[src/rtl/tdpu_gemv_sched_pkg.sv]
// tdpu_gemv_sched_pkg: shared types and default sizes for the ternary GEMV scheduler
package tdpu_gemv_sched_pkg;
  localparam int DEF_LEN        = 16;
  localparam int DEF_DATA_WIDTH = 8;
  localparam int DEF_ROW_W      = 10;
  localparam int DEF_CHUNK_W    = 8;
  localparam int DEF_WADDR_W    = 18;
  localparam int DEF_ACC_W      = 32;
  typedef enum logic [1:0] {W_ZERO = 2'b00, W_POS = 2'b01, W_NEG = 2'b11} weight_t;
  typedef enum logic [1:0] {S_IDLE, S_ISSUE, S_DRAIN} sched_state_t;
endpackage

[src/rtl/tdpu_gemv_sched_if.sv]
// tdpu_gemv_sched_if: memory read ports and core stream between the scheduler and its surroundings
interface tdpu_gemv_sched_if import tdpu_gemv_sched_pkg::*; #(
  parameter int LEN        = DEF_LEN,
  parameter int DATA_WIDTH = DEF_DATA_WIDTH,
  parameter int CHUNK_W    = DEF_CHUNK_W,
  parameter int WADDR_W    = DEF_WADDR_W
) ();
  logic                             w_rd_en;
  logic [WADDR_W-1:0]               w_rd_addr;
  weight_t [LEN-1:0]                w_rd_data;
  logic                             x_rd_en;
  logic [CHUNK_W-1:0]               x_rd_addr;
  logic [LEN-1:0][DATA_WIDTH-1:0]   x_rd_data;
  logic                             core_load_weight;
  weight_t [LEN-1:0]                core_weight;
  logic                             core_data_valid;
  logic [LEN-1:0][DATA_WIDTH-1:0]   core_data;
  logic signed [31:0]               core_result;
  logic                             core_ready;
  modport master (
    output w_rd_en, w_rd_addr, x_rd_en, x_rd_addr, core_load_weight, core_weight, core_data_valid, core_data,
    input  w_rd_data, x_rd_data, core_result, core_ready
  );
  modport slave (
    input  w_rd_en, w_rd_addr, x_rd_en, x_rd_addr, core_load_weight, core_weight, core_data_valid, core_data,
    output w_rd_data, x_rd_data, core_result, core_ready
  );
endinterface

[src/rtl/tdpu_gemv_sched_row_accumulator.sv]
// tdpu_row_accumulator: sums KC core results per row and emits one registered row result
module tdpu_row_accumulator import tdpu_gemv_sched_pkg::*; #(
  parameter int ROW_W   = DEF_ROW_W,
  parameter int CHUNK_W = DEF_CHUNK_W,
  parameter int ACC_W   = DEF_ACC_W
) (
  input  logic                    clk,
  input  logic                    rst_n,
  input  logic                    i_en,
  input  logic                    i_clr,
  input  logic [CHUNK_W-1:0]      i_num_chunks,
  input  logic                    i_core_ready,
  input  logic signed [31:0]      i_core_result,
  output logic                    o_row_valid,
  output logic [ROW_W-1:0]        o_row_idx,
  output logic signed [ACC_W-1:0] o_row_result
);
  logic [CHUNK_W-1:0] cnt_q, cnt_d;
  logic [ROW_W-1:0] row_q, row_d, idx_d;
  logic signed [ACC_W-1:0] acc_q, acc_d, acc_nx, res_d;
  logic hit, last, valid_d;
  always_comb begin
    hit     = i_en && i_core_ready;
    last    = cnt_q == i_num_chunks - 1'b1;
    acc_nx  = (cnt_q == '0 ? '0 : acc_q) + ACC_W'(i_core_result);
    cnt_d   = i_clr ? '0 : hit ? (last ? '0 : cnt_q + 1'b1) : cnt_q;
    row_d   = i_clr ? '0 : hit && last ? row_q + 1'b1 : row_q;
    acc_d   = hit ? acc_nx : acc_q;
    valid_d = hit && last;
    res_d   = valid_d ? acc_nx : o_row_result;
    idx_d   = valid_d ? row_q : o_row_idx;
  end
  always_ff @(posedge clk or negedge rst_n)
    if (!rst_n) begin
      cnt_q        <= '0;
      row_q        <= '0;
      acc_q        <= '0;
      o_row_valid  <= 1'b0;
      o_row_idx    <= '0;
      o_row_result <= '0;
    end else begin
      cnt_q        <= cnt_d;
      row_q        <= row_d;
      acc_q        <= acc_d;
      o_row_valid  <= valid_d;
      o_row_idx    <= idx_d;
      o_row_result <= res_d;
    end
endmodule

[src/rtl/tdpu_gemv_sched.sv]
// tdpu_gemv_sched: streams M x KC ternary weight chunks and KC activation chunks into one core, one chunk per cycle
module tdpu_gemv_sched import tdpu_gemv_sched_pkg::*; #(
  parameter int LEN        = DEF_LEN,
  parameter int DATA_WIDTH = DEF_DATA_WIDTH,
  parameter int ROW_W      = DEF_ROW_W,
  parameter int CHUNK_W    = DEF_CHUNK_W,
  parameter int WADDR_W    = DEF_WADDR_W,
  parameter int ACC_W      = DEF_ACC_W
) (
  input  logic                    clk,
  input  logic                    rst_n,
  input  logic                    i_start,
  input  logic [ROW_W-1:0]        i_num_rows,
  input  logic [CHUNK_W-1:0]      i_num_chunks,
  output logic                    o_busy,
  output logic                    o_done,
  tdpu_gemv_sched_if.master       bus,
  output logic                    o_row_valid,
  output logic [ROW_W-1:0]        o_row_idx,
  output logic signed [ACC_W-1:0] o_row_result
);
  sched_state_t state_q, state_d;
  logic [ROW_W-1:0] m_q, m_d, r_q, r_d;
  logic [CHUNK_W-1:0] kc_q, kc_d, c_q, c_d, x_addr_q, x_addr_d;
  logic [WADDR_W-1:0] addr_q, addr_d;
  logic w_en_q, w_en_d, ld_q, dv_q, busy_q, busy_d, done_q, done_d, go, last_beat, chunk_wrap;
  always_comb begin
    go         = state_q == S_IDLE && i_start;
    chunk_wrap = c_q == kc_q - 1'b1;
    last_beat  = r_q == m_q - 1'b1 && chunk_wrap;
    state_d    = state_q;
    m_d        = m_q;
    kc_d       = kc_q;
    r_d        = r_q;
    c_d        = c_q;
    addr_d     = addr_q;
    w_en_d     = w_en_q;
    busy_d     = busy_q;
    done_d     = 1'b0;
    x_addr_d   = w_en_q ? c_q : x_addr_q;
    case (state_q)
      S_IDLE: if (i_start) begin
        m_d    = i_num_rows;
        kc_d   = i_num_chunks;
        r_d    = '0;
        c_d    = '0;
        addr_d = '0;
        if (i_num_rows != '0 && i_num_chunks != '0) begin
          state_d = S_ISSUE;
          w_en_d  = 1'b1;
          busy_d  = 1'b1;
        end else done_d = 1'b1;
      end
      S_ISSUE: if (last_beat) begin
        state_d = S_DRAIN;
        w_en_d  = 1'b0;
      end else begin
        c_d    = chunk_wrap ? '0 : c_q + 1'b1;
        r_d    = chunk_wrap ? r_q + 1'b1 : r_q;
        addr_d = addr_q + 1'b1;
      end
      S_DRAIN: if (o_row_valid && o_row_idx == m_q - 1'b1) begin
        state_d = S_IDLE;
        busy_d  = 1'b0;
        done_d  = 1'b1;
      end
      default: state_d = S_IDLE;
    endcase
  end
  // load/data strobes are pure delays of the weight read, so the core sees a gap-free stream
  always_ff @(posedge clk or negedge rst_n)
    if (!rst_n) begin
      state_q  <= S_IDLE;
      m_q      <= '0;
      kc_q     <= '0;
      r_q      <= '0;
      c_q      <= '0;
      addr_q   <= '0;
      x_addr_q <= '0;
      w_en_q   <= 1'b0;
      ld_q     <= 1'b0;
      dv_q     <= 1'b0;
      busy_q   <= 1'b0;
      done_q   <= 1'b0;
    end else begin
      state_q  <= state_d;
      m_q      <= m_d;
      kc_q     <= kc_d;
      r_q      <= r_d;
      c_q      <= c_d;
      addr_q   <= addr_d;
      x_addr_q <= x_addr_d;
      w_en_q   <= w_en_d;
      ld_q     <= w_en_q;
      dv_q     <= ld_q;
      busy_q   <= busy_d;
      done_q   <= done_d;
    end
  assign bus.w_rd_en          = w_en_q;
  assign bus.w_rd_addr        = addr_q;
  assign bus.x_rd_en          = ld_q;
  assign bus.x_rd_addr        = x_addr_q;
  assign bus.core_load_weight = ld_q;
  assign bus.core_weight      = bus.w_rd_data;
  assign bus.core_data_valid  = dv_q;
  assign bus.core_data        = (LEN*DATA_WIDTH)'(bus.x_rd_data);
  assign o_busy               = busy_q;
  assign o_done               = done_q;
  tdpu_row_accumulator #(.ROW_W(ROW_W), .CHUNK_W(CHUNK_W), .ACC_W(ACC_W)) u_acc (
    .clk          (clk),
    .rst_n        (rst_n),
    .i_en         (state_q != S_IDLE),
    .i_clr        (go),
    .i_num_chunks (kc_q),
    .i_core_ready (bus.core_ready),
    .i_core_result(bus.core_result),
    .o_row_valid  (o_row_valid),
    .o_row_idx    (o_row_idx),
    .o_row_result (o_row_result)
  );
endmodule

[src/flat_wrapper.sv]
// flat-port wrapper written by rule: the top's interface ports become plain ports
module tdpu_gemv_sched_flat import tdpu_gemv_sched_pkg::*;
#(
  parameter int LEN        = DEF_LEN,
  parameter int DATA_WIDTH = DEF_DATA_WIDTH,
  parameter int ROW_W      = DEF_ROW_W,
  parameter int CHUNK_W    = DEF_CHUNK_W,
  parameter int WADDR_W    = DEF_WADDR_W,
  parameter int ACC_W      = DEF_ACC_W
)
  (clk, rst_n, i_start, i_num_rows, i_num_chunks, o_busy, o_done, o_row_valid, o_row_idx, o_row_result, bus_w_rd_en, bus_w_rd_addr, bus_x_rd_en, bus_x_rd_addr, bus_core_load_weight, bus_core_weight, bus_core_data_valid, bus_core_data, bus_w_rd_data, bus_x_rd_data, bus_core_result, bus_core_ready);
  tdpu_gemv_sched_if #(.LEN(LEN), .DATA_WIDTH(DATA_WIDTH), .CHUNK_W(CHUNK_W), .WADDR_W(WADDR_W)) bus_i ();
  input  logic clk;
  input  logic rst_n;
  input  logic i_start;
  input  logic [ROW_W-1:0] i_num_rows;
  input  logic [CHUNK_W-1:0] i_num_chunks;
  output logic o_busy;
  output logic o_done;
  output logic o_row_valid;
  output logic [ROW_W-1:0] o_row_idx;
  output logic signed [ACC_W-1:0] o_row_result;
  output wire logic [$bits(bus_i.w_rd_en)-1:0] bus_w_rd_en;
  output wire logic [$bits(bus_i.w_rd_addr)-1:0] bus_w_rd_addr;
  output wire logic [$bits(bus_i.x_rd_en)-1:0] bus_x_rd_en;
  output wire logic [$bits(bus_i.x_rd_addr)-1:0] bus_x_rd_addr;
  output wire logic [$bits(bus_i.core_load_weight)-1:0] bus_core_load_weight;
  output wire logic [$bits(bus_i.core_weight)-1:0] bus_core_weight;
  output wire logic [$bits(bus_i.core_data_valid)-1:0] bus_core_data_valid;
  output wire logic [$bits(bus_i.core_data)-1:0] bus_core_data;
  input wire logic [$bits(bus_i.w_rd_data)-1:0] bus_w_rd_data;
  input wire logic [$bits(bus_i.x_rd_data)-1:0] bus_x_rd_data;
  input wire logic [$bits(bus_i.core_result)-1:0] bus_core_result;
  input wire logic [$bits(bus_i.core_ready)-1:0] bus_core_ready;
  assign bus_w_rd_en = bus_i.w_rd_en;
  assign bus_w_rd_addr = bus_i.w_rd_addr;
  assign bus_x_rd_en = bus_i.x_rd_en;
  assign bus_x_rd_addr = bus_i.x_rd_addr;
  assign bus_core_load_weight = bus_i.core_load_weight;
  assign bus_core_weight = bus_i.core_weight;
  assign bus_core_data_valid = bus_i.core_data_valid;
  assign bus_core_data = bus_i.core_data;
  assign bus_i.w_rd_data = bus_w_rd_data;
  assign bus_i.x_rd_data = bus_x_rd_data;
  assign bus_i.core_result = bus_core_result;
  assign bus_i.core_ready = bus_core_ready;
  tdpu_gemv_sched #(.LEN(LEN), .DATA_WIDTH(DATA_WIDTH), .ROW_W(ROW_W), .CHUNK_W(CHUNK_W), .WADDR_W(WADDR_W), .ACC_W(ACC_W)) u_core (.clk(clk), .rst_n(rst_n), .i_start(i_start), .i_num_rows(i_num_rows), .i_num_chunks(i_num_chunks), .o_busy(o_busy), .o_done(o_done), .bus(bus_i), .o_row_valid(o_row_valid), .o_row_idx(o_row_idx), .o_row_result(o_row_result));
endmodule
[config.mk]
export PLATFORM = sky130hd
export DESIGN_NAME = tdpu_gemv_sched_flat
export DESIGN_NICKNAME = d
export VERILOG_FILES = /design/src/rtl/tdpu_gemv_sched_pkg.sv /design/src/rtl/tdpu_gemv_sched_if.sv /design/src/rtl/tdpu_gemv_sched_row_accumulator.sv /design/src/rtl/tdpu_gemv_sched.sv /design/src/flat_wrapper.sv
export SDC_FILE = /design/constraint.sdc
export NUM_CORES = 1
export LEC_CHECK = 0
export CAP_MARGIN = 30
export CORE_AREA = 2 2 172 174
export DETAILED_ROUTE_END_ITERATION = 10
export DIE_AREA = 0 0 174 176
export GPL_ROUTABILITY_DRIVEN = 0
export PLACE_DENSITY_LB_ADDON = 0.1
export SYNTH_ARGS = -nofsm -noshare
export SYNTH_HDL_FRONTEND = slang
export SYNTH_SLANG_ARGS = --single-unit
[constraint.sdc]
create_clock -name clk -period 6.3 [get_ports clk]
set_clock_uncertainty 0.1 [all_clocks]
set_input_delay 1.89 -clock clk [delete_from_list [all_inputs] [get_ports clk]]
set_output_delay 1.89 -clock clk [all_outputs]
set_load 0.01 [all_outputs]
; ---- Word-level counts from Yosys, hierarchy flattened
; Index checks and enable logic that the tools add are counted.
[word_totals]
ff_bits = 162
inputBits = 214
wordCells = 91
[op_classes]
reduce_logical = 21
muxes = 32
eq_ne = 12
n_addsub = 8
[op_table]
columns = operator, count
row1 = 10-bit 2-to-1 mux, 5
row2 = 8-bit 2-to-1 mux, 6
row3 = 18-bit 2-to-1 mux, 2
row4 = 18-bit case mux with 2 select lines, 1
row5 = 32-bit adder, 1
row6 = 32-bit 2-to-1 mux, 1
row7 = 10-bit by 1-bit adder with 10-bit output (second input constant), 2
row8 = 10-bit == test, 2
row9 = 10-bit case mux with 2 select lines, 1
row10 = 18-bit by 1-bit adder with 18-bit output (second input constant), 1
row11 = 8-bit by 1-bit adder with 8-bit output (second input constant), 2
row12 = 8-bit == test, 2
row13 = 8-bit case mux with 2 select lines, 1
row14 = 4-bit AND reduction, 4
row15 = 10-bit nonzero test, 1
row16 = 2-bit nonzero test, 5
row17 = 10-bit by 1-bit subtractor with 10-bit output (second input constant), 1
row18 = 8-bit zero test, 1
row19 = 2-bit 2-to-1 mux, 4
row20 = 8-bit nonzero test, 1
row21 = 8-bit by 1-bit subtractor with 8-bit output (second input constant), 1
row22 = 1-bit 2-to-1 mux, 7
row23 = 1-bit logical AND, 6
row24 = 2-bit by 1-bit != test with 1-bit output (second input constant), 3
row25 = other kinds (8), 12

; ---- Depth between registers and ports, before layout
; Gate-level depths: netlist of run 1.
[logic_depth]
ltp_word = 5
ltp_mapped = 16

; ---- Hierarchy
; From an unflattened synthesis of run 1, not the netlist that was laid out.
[unflattened]
cells_unflattened = 1203
area_unflattened_um2 = 10859.2
[modules_own_cells]
columns = mod, cells_per_inst, n_inst, area_per_inst_um2
row1 = tdpu_row_accumulator, 598, 1, 5644.2
row2 = tdpu_gemv_sched, 605, 1, 5215.0

; ---- Worst setup path after synthesis of run 1
; OpenSTA, ideal clock, no wires.
[synth_timing]
path_type = input port to flip-flop
from = input port bus_core_result[0]
to = register u_core.u_acc.acc_q[30]
arrival_time_ns = 4.357
stages = 11
slack_ns = 1.708
cell_sequence = ha_1 fa_1 a21oi_1 o221ai_1 a41oi_1 a211oi_1 a311o_1 o221ai_1 o31a_1 xor2_1 o21ai_0
[synth_via]
elab_chain_len = 1
[synth_lines]
columns = element, line_no
row1 = "start, declared", flat_wrapper.sv:33  ; input wire logic [$bits(bus_i.core_result)-1:0] bus_core_result;
row2 = 32-bit adder, tdpu_gemv_sched_row_accumulator.sv:25  ; acc_nx = (cnt_q == '0 ? '0 : acc_q) + ACC_W'(i_core_result);
row3 = "end signal, assigned", tdpu_gemv_sched_row_accumulator.sv:37  ; acc_q <= '0;
row4 = "end signal, assigned", tdpu_gemv_sched_row_accumulator.sv:44  ; acc_q <= acc_d;
row5 = "end, declared", tdpu_gemv_sched_row_accumulator.sv:20  ; logic signed [ACC_W-1:0] acc_q, acc_d, acc_nx, res_d;
; Every way passes these cells.
; A chain may end at the register's enable or synchronous reset.

; ---- Worst setup path in the final report of run 1
[layout_timing]
from = input port bus_core_result[0]
to = register u_core.u_acc.o_row_result[30]
[layout_via]
elab_chain_len = 1
[layout_lines]
columns = element, line_no
row1 = 32-bit adder, tdpu_gemv_sched_row_accumulator.sv:25
row2 = "end signal, assigned", tdpu_gemv_sched_row_accumulator.sv:47  ; o_row_result <= res_d;
row3 = "end, declared", tdpu_gemv_sched_row_accumulator.sv:16  ; output logic signed [ACC_W-1:0] o_row_result
; Every way passes these cells.

==> flow_summary.ini, run 1 <==
[outcome]
status = finished, final reports clean

[layout]
fin_area_um2 = 11650
diodes = 0
mostFrequentLayoutCells = 185 x nand2_1, 162 x dfrtp_1, 127 x clkdlybuf4s50_1, 90 x o21ai_0, 55 x nor2_1
final_nets = 1398
final_common_cell = nand2_1
drive_above_1_share_pct = 5.618
syn_to_final_growth_pct = 10.40

[route]
drt-met1-wl_um = 12500
drcViolationCount = 0
dr.pass1.iters = 5
wl_met2_um = 11350
ant_nets = 0
vias = 7728
first_iter_violations = 385
highest_layer = met5
routed-wl-met3_um = 1438
wl_um = 25910
vias_per_cell = 5.015
routedWlPerCell_um = 16.81

[die]
coreArea_um2 = 28550
die_area_um2 = 30620
fp.dieW_um = 174
pin_count = 449
initial_core_util_pct = 36.96
rows = 62
die_y_um = 176

[sta]
rsz0062_at_grt = false
final.setup.tns_ns = 0
slew_headroom_pct = 44.38
tightest_slew_ns = 0.8343
drv_slew = 0
timing.fmax_mhz = 197.9
min_period_ns = 5.053
hold_violations = 0
setup_violations = 0
period_share_pct = 80.20

[clock_tree]
cts_tree = yes
clk_pin_slew_ns = 0.07
ctsHoldBuffers = 0
htreeDepth = 4
root_buffer = clkbuf_16
postCtsSetupRepairBufs = 0
clock_latency_ns = 0.44
numCtsBuffers = 17
clkSinkCount = 162
cts_resized = 0
clk_path_buf_depth = 2

[worst_setup_path]
endpoint_kind = flip-flop
arrival_ns = 5.23
criticalPathCategory = input port to flip-flop
critPathRequiredTime_ns = 6.48
crit_path_start_kind = input port
path_max_fanout = 5
r2r_slack_ns = 1.52

[grt]
grt_usage_pct = 17.23
grt_pass1_wl_um = 42070
grt_max_degree = 88
gr-total-overflow = 0
grt_pass1_vias = 7643
antenna_found_initial = 1

[logic_synthesis]
synth_nets = 1451
ys_types = 66
ys_warn_count = 0
synth-seq-cells = 162
async_flop_share_pct = 100.0
ys.flop_type = dfrtp_1
synthCells = 1197
yosysSeqAreaShare_pct = 38.43
synth-edff-count = 0
syn_area_um2 = 10550
syn_avg_cell_area_um2 = 8.814

[placement]
numPortBuffers = 128
dpl_cell_area_um2 = 10990
dp_hpwl_um = 18660

[min_path]
holdCritPathClass = flip-flop to flip-flop

[power]
p_per_area_nw_per_um2 = 450.8
power.leakage_nw = 5.107
vdd_ir_drop_max_mv = 0.1657

[run]
cap_violations = 0
==> final timing paths <==
path,from,to,cells past startpoint
min reg2reg,u_core.bus.core_load_weight,u_core.bus.core_data_valid,0
min in group asynchronous,rst_n,u_core.bus.x_rd_addr[3],1
max in group asynchronous,rst_n,u_core.u_acc.row_q[1],2
min,u_core.bus.core_load_weight,u_core.bus.core_data_valid,0
max reg2reg,u_core.u_acc.cnt_q[5],u_core.u_acc.o_row_result[30],14
max,bus_core_result[0],u_core.u_acc.o_row_result[30],12
==> Yosys cell counts, drive strengths merged (4+ instances only) <==
library cell	number	area share, %
a211oi	5	0.36
nand2b	8	0.47
nor3b	11	0.78
clkbuf	40	1.4
o211ai	8	0.57
a21oi	41	1.9
and3	15	0.89
a21o	9	0.64
nor4	7	0.42
and2	37	2.2
nor2	55	2.0
ha	39	4.6
nand4	17	1.0
nor3	17	0.81
buf	168	12
nand2	185	6.6
mux2	11	1.2
xor2	45	3.7
dfrtp	162	38
nand3	42	2.1
o31ai	9	0.64
inv	31	1.1
or4	4	0.32
xnor2	53	4.4
a31oi	6	0.36
or3	8	0.62
nor2b	9	0.53
o21ai	99	4.7
xnor3	5	1.1
==> final cells by class <==
cell class	count	area, µm²
well taps	384	480.5
multi-input cells	796	4987
flip-flops and latches	162	4054
repair buffers	136	1355
clock inverters	14	215.2
inverters	31	116.4
clock buffers	18	439.2
fillers	2911	16900
==> critical path, cell delays in order <==
cell	delay, ns
clkdlybuf4s50_1	0.40
ha_1	0.25
fa_1	0.42
a21oi_1	0.23
o221ai_1	0.32
a41oi_1	0.35
a211oi_1	0.15
a311o_1	0.44
o221ai_1	0.31
o31a_1	0.20
xor2_1	0.18
o21ai_0	0.09
==> registers in the layout (all words and copies together), names as in the netlist, 2 cells and up <==
name and flops:
u_core.bus.w_rd_addr 18, u_core.bus.x_rd_addr 8, u_core.c_q 8, u_core.kc_q 8
u_core.m_q 10, u_core.r_q 10, u_core.state_q 2, u_core.u_acc.acc_q 32
u_core.u_acc.cnt_q 8, u_core.u_acc.o_row_idx 10, u_core.u_acc.o_row_result 32, u_core.u_acc.row_q 10
==> layer usage <==
layer	GRT usage, %	vias to the layer above
met5	0	-
met4	5.532	2
met3	4.802	68
met2	26.49	220
met1	23.51	3636
li1	-	3802
==> logic make-up after synthesis <==
family | synth area share (%)
adder cells (fa/ha/maj) | 4.815
AND/OR/NAND/NOR | 19.90
flip-flops | 38.43
buffers and inverters | 14.42
XOR/XNOR | 9.428
multiplexers | 1.459
AO/OA/AOI/OAI | 11.55
==> stage by stage <==
step	hold slack [ns]	std cells	power (mW)	util, %	worst slack, ns
6_report	0.3007	1541	5.251	40.80	1.247
5_1_grt	0.3307	1541	5.708	40.80	0.9273
4_1_cts	0.3078	1541	5.322	40.80	1.252
3_5_place_dp	0.2914	1509	4.106	38.51	0.7988
3_3_place_gp	0.2847	1508	4.094	38.48	0.8292
2_1_floorplan	0.3330	1197	3.434	-	1.708
==> where the power goes <==
| part | total (mW) | internal (mW) | switching, mW |
|---|---|---|---|
| Sequential | 1.67 | 1.35 | 0.313 |
| Clock | 1.17 | 0.690 | 0.479 |
| Combinational | 2.42 | 1.13 | 1.28 |
No activity file was read; power rests on OpenSTA's default activity.
==> inputs of run 2 (changes only) <==
--- a/config.mk
+++ b/config.mk
@@ -6,9 +6,9 @@
 export NUM_CORES = 1
 export LEC_CHECK = 0
 export CAP_MARGIN = 30
-export CORE_AREA = 2 2 172 174
+export CORE_AREA = 2 2 173 175
 export DETAILED_ROUTE_END_ITERATION = 10
-export DIE_AREA = 0 0 174 176
+export DIE_AREA = 0 0 175 177
 export GPL_ROUTABILITY_DRIVEN = 0
 export PLACE_DENSITY_LB_ADDON = 0.1
 export SYNTH_ARGS = -nofsm -noshare
==> constraint.sdc (replaced) <==
create_clock -name clk -period 4.5 [get_ports clk]
set_clock_uncertainty 0.1 [all_clocks]
set_input_delay 1.35 -clock clk [delete_from_list [all_inputs] [get_ports clk]]
set_output_delay 1.35 -clock clk [all_outputs]
set_load 0.01 [all_outputs]
==> flow_summary.ini, run 2 (same netlist as run 1, synthesis figures left out) <==
[sta]
final.setup.tns_ns = 0
setup_violations = 0
hold_violations = 0
timing.fmax_mhz = 243.5
tightest_slew_ns = 0.8061
period_share_pct = 91.27
rsz0062_at_grt = false
hold_slack_ns = 0.3083
min_period_ns = 4.107
slew_headroom_pct = 46.15
drv_slew = 0

[route]
wl_um = 25620
first_iter_violations = 397
dr.pass1.iters = 4
ant_nets = 0
routedWlPerCell_um = 16.32
drcViolationCount = 0
vias_per_cell = 4.952
vias = 7774

[worst_setup_path]
criticalPathCategory = input port to flip-flop
path_max_fanout = 3
setup.worst_path.start = bus_core_result[0]
critical_path.max_stage_delay_ns = 0.42
critPathRequiredTime_ns = 4.68
arrival_ns = 4.29
worstReg2RegStart = u_core.u_acc.cnt_q[5]
crit_path_start_kind = input port
crit_path_top_delay_cell = a311o_1
path_cells = clkdlybuf4s50_1 -> ha_1 -> fa_1 -> a21oi_1 -> o221ai_1 -> a41oi_2 -> a211oi_1 -> a311o_1 -> o221ai_2 -> o31a_1 -> xor2_1 -> o21ai_0
endpoint_kind = flip-flop

[outcome]
status = finished, final reports clean

[power]
total_power_mw = 7.308
p_per_area_nw_per_um2 = 621.5
vdd_ir_drop_max_mv = 0.2307
swShare_pct = 39.82
p_clk_share_pct = 19.8
intPower_mw = 4.398
p_seq_share_pct = 31.8
pwr-share-comb_pct = 48.4
p_switching_mw = 2.910
power.leakage_nw = 5.170

[clock_tree]
clk_path_buf_depth = 2
clock_latency_ns = 0.43
postCtsSetupRepairBufs = 0
clkSinkCount = 162
clk_pin_slew_ns = 0.07
root_buffer = clkbuf_16
htreeDepth = 4
numCtsBuffers = 17
cts_tree = yes

[grt]
met2_usage_pct = 26.17
busiest_layer = met2
grt_usage_pct = 16.97
grt.met1_usage_pct = 23.20
grt_max_degree = 65
grt_pass1_wl_um = 42100
gr-total-overflow = 0
grtUsageMet3_pct = 5.241
antenna_found_initial = 1
grt_pass1_vias = 7769

[layout]
fillers = 2945
syn_to_final_growth_pct = 11.46
final_common_cell = nand2_1
final_nets = 1420
mostFrequentLayoutCells = 185 x nand2_1, 162 x dfrtp_1, 127 x clkdlybuf4s50_1, 90 x o21ai_0, 55 x nor2_1
stdcell_count = 1570
fin_area_um2 = 11760
drive_above_1_share_pct = 7.464

[placement]
dp.cells = 1537
dp_hpwl_um = 18670
numPortBuffers = 128
dpl_cell_area_um2 = 11170

[die]
die_area_um2 = 30980
die_y_um = 177
coreArea_um2 = 29240
pin_count = 449
initial_core_util_pct = 36.08
rows = 63
fp.dieW_um = 175

[min_path]
holdCritPathClass = flip-flop to flip-flop
hp-start = u_core.bus.core_load_weight

[run]
cap_violations = 0
run 2: changes by cell type in the layout (fill, tap and decap cells not counted), moves of 2 or more:
| cell | delta |
|---|---|
| buf_4 | +22 |
| bufinv_16 | -3 |
| clkinvlp_4 | +2 |
| inv_8 | -3 |
run 2: final timing paths:
check	endpoint	slack, ns	cells past startpoint
worst max-delay path	u_core.u_acc.o_row_result[30]	0.39	12
worst min-delay path	u_core.bus.core_data_valid	0.31	0
worst max register to register	u_core.u_acc.o_row_result[30]	0.51	14
worst min register to register	u_core.bus.core_data_valid	0.31	0
max in group asynchronous	u_core.u_acc.o_row_idx[8]	2.63	2
min in group asynchronous	u_core.bus.x_rd_addr[5]	0.83	1
run 2: final cells by class:
| class | instances | area (µm²) | area share [%] |
|---|---|---|---|
| Clock buffer | 20 | 456.7 | 3.884 |
| Clock inverter | 12 | 120.1 | 1.021 |
| Multi-Input combinational cell | 796 | 5001 | 42.53 |
| Antenna cell | 1 | 2.502 | 0.02128 |
| Tap cell | 390 | 488.0 | 4.150 |
| Sequential cell | 162 | 4054 | 34.48 |
| Inverter | 31 | 116.4 | 0.9896 |
| Timing Repair Buffer | 158 | 1520 | 12.93 |
run 2: worst max-delay path, delay by kind of cell:
family | cells | cell delay (ns)
AO/OA/AOI/OAI | 8 | 1.71
adder cells (fa/ha/maj) | 2 | 0.64
buffers and inverters | 1 | 0.41
XOR/XNOR | 1 | 0.16
run 2: metal layers:
layer  wire, µm  up-vias
met2      11320      198
met4        344        0
met1      12420     3680
li1           -     3855
met5          0        -
met3       1538       41
run 2: timing repair:
item,in CTS,in global routing
endpoints found under the setup margin,0,4
hold buffers,0,0
gates resized for setup,0,2
run 2: power by group through the flow:
stage / Sequential (mW) / Clock [mW] / Combinational, mW
finish: 2.32 / 1.45 / 3.53
global route: 2.41 / 1.56 / 3.99
CTS: 2.33 / 1.51 / 3.57
detailed placement: 2.34 / 0 / 3.55
global placement: 2.35 / 0 / 3.52
floorplan: 2.27 / 0 / 2.54
run 2: through the flow:
step | utilization [%] | worst slack (ns)
6_report | 40.21 | 0.3930
5_1_grt | 40.20 | 0.1000
4_1_cts | 40.15 | 0.2200
3_5_place_dp | 38.18 | -0.2270
3_3_place_gp | 38.18 | -0.1793
2_1_floorplan | - | 0.4484
==> inputs of run 3 (changes only) <==
--- a/config.mk
+++ b/config.mk
@@ -6,9 +6,9 @@
 export NUM_CORES = 1
 export LEC_CHECK = 0
 export CAP_MARGIN = 30
-export CORE_AREA = 2 2 173 175
+export CORE_ASPECT_RATIO = 0.75
+export CORE_UTILIZATION = 39
 export DETAILED_ROUTE_END_ITERATION = 10
-export DIE_AREA = 0 0 175 177
 export GPL_ROUTABILITY_DRIVEN = 0
 export PLACE_DENSITY_LB_ADDON = 0.1
 export SYNTH_ARGS = -nofsm -noshare
==> flow_summary.ini, run 3 (same netlist as run 1, synthesis figures left out) <==
[outcome]
status = finished, final reports clean

[die]
coreArea_um2 = 26290
die_y_um = 144.4
initial_core_util_pct = 40.13
pin_count = 449
fp.dieW_um = 191.9
rows = 51
die_area_um2 = 27720

[worst_setup_path]
path_cells = clkdlybuf4s50_1 -> ha_1 -> fa_1 -> a21oi_1 -> o221ai_1 -> a41oi_1 -> a211oi_1 -> a311o_1 -> o221ai_1 -> o31a_1 -> xor2_1 -> o21ai_0
arrival_ns = 4.44
criticalPathCategory = input port to flip-flop
r2r_slack_ns = 0.29
crit_path_top_delay_cell = clkdlybuf4s50_1
path_max_fanout = 3
endpoint_kind = flip-flop
crit_top_cell = o221ai_1
critPathRequiredTime_ns = 4.68
critical_path.max_stage_delay_ns = 0.40
crit_path_start_kind = input port

[clock_tree]
htreeDepth = 4
clk_pin_slew_ns = 0.07
numCtsBuffers = 17
clock_latency_ns = 0.43
clk_path_buf_depth = 2
ctsHoldBuffers = 0
cts_resized = 0
postCtsSetupRepairBufs = 0
root_buffer = clkbuf_16
clkSinkCount = 162
cts_tree = yes

[route]
ant_nets = 0
routedWlPerCell_um = 18.72
wl_um = 28450
dr.pass1.iters = 5
vias_per_cell = 5.130
drcViolationCount = 0
vias = 7797
first_iter_violations = 386

[grt]
antenna_found_initial = 0
grt_pass1_vias = 7509
grt_usage_pct = 21.01
grt_max_degree = 75
gr-total-overflow = 0
grt_pass1_wl_um = 43700

[layout]
mostFrequentLayoutCells = 185 x nand2_1, 162 x dfrtp_1, 127 x clkdlybuf4s50_1, 90 x o21ai_0, 55 x nor2_1
fin_area_um2 = 11680
drive_above_1_share_pct = 6.803
final_nets = 1417
diodes = 0
syn_to_final_growth_pct = 10.71
final_common_cell = nand2_1

[sta]
drv_slew = 0
timing.fmax_mhz = 234.9
final.setup.tns_ns = 0
tightest_slew_ns = 0.8216
period_share_pct = 94.62
setup_violations = 0
min_period_ns = 4.258
hold_violations = 0
slew_headroom_pct = 45.10
hold_slack_ns = 0.3080
rsz0062_at_grt = false

[placement]
dpl_cell_area_um2 = 11090
numPortBuffers = 128
dp_hpwl_um = 21430

[power]
vdd_ir_drop_max_mv = 0.3384
power.leakage_nw = 5.160
p_per_area_nw_per_um2 = 630.2

[min_path]
holdCritPathClass = flip-flop to flip-flop

[run]
cap_violations = 0
run 3: per-layer routing:
metal | vias up | wire length [µm] | GRT usage (%) | part of all wire (%)
li1 | 3842 | - | - | -
met3 | 86 | 2145 | 7.814 | 7.5
met4 | 0 | 896 | 8.104 | 3.1
met5 | - | 0 | 1.465 | 0
met2 | 270 | 12020 | 29.79 | 42
met1 | 3599 | 13390 | 28.60 | 47
run 3: worst paths after layout:
path	start	cells past startpoint	to
max	bus_core_result[0]	12	u_core.u_acc.acc_q[30]
max reg2reg	u_core.u_acc.cnt_q[5]	14	u_core.u_acc.acc_q[30]
min	u_core.bus.core_load_weight	0	u_core.bus.core_data_valid
max in group asynchronous	rst_n	2	u_core.u_acc.row_q[8]
min reg2reg	u_core.bus.core_load_weight	0	u_core.bus.core_data_valid
min in group asynchronous	rst_n	1	u_core.bus.x_rd_addr[3]
run 3: area by class of cell:
cell class	instances	area [µm²]
fill	2593	14610
multi-input combinational	796	4987
sequential	162	4054
timing repair buffer	155	1498
clock buffer	21	440.4
tap	344	430.4
clock inverter	11	153.9
inverter	31	116.4
run 3: metrics by stage:
step	instances	util, %	setup WS (ns)	total power [mW]
after floorplan	1197	-	0.4484	4.807
after global placement	1488	42.17	-0.1963	5.864
after detailed placement	1488	42.17	-0.2042	5.891
after CTS	1520	44.43	0.2465	7.423
after global routing	1520	44.43	0.05021	7.987
final	1520	44.43	0.2422	7.361
run 3: critical path: cells and delay by family:
kind            cells  cell delay (ns)
xor+xnor            1             0.17
fa+ha+maj           2             0.61
compound gates      8             1.90
buf+inv             1             0.40
run 3: power breakdown:
part | leakage, nW | switching, mW | internal [mW]
Clock | 0.282 | 0.615 | 0.878
Sequential | 2.09 | 0.440 | 1.89
Combinational | 2.79 | 1.84 | 1.70
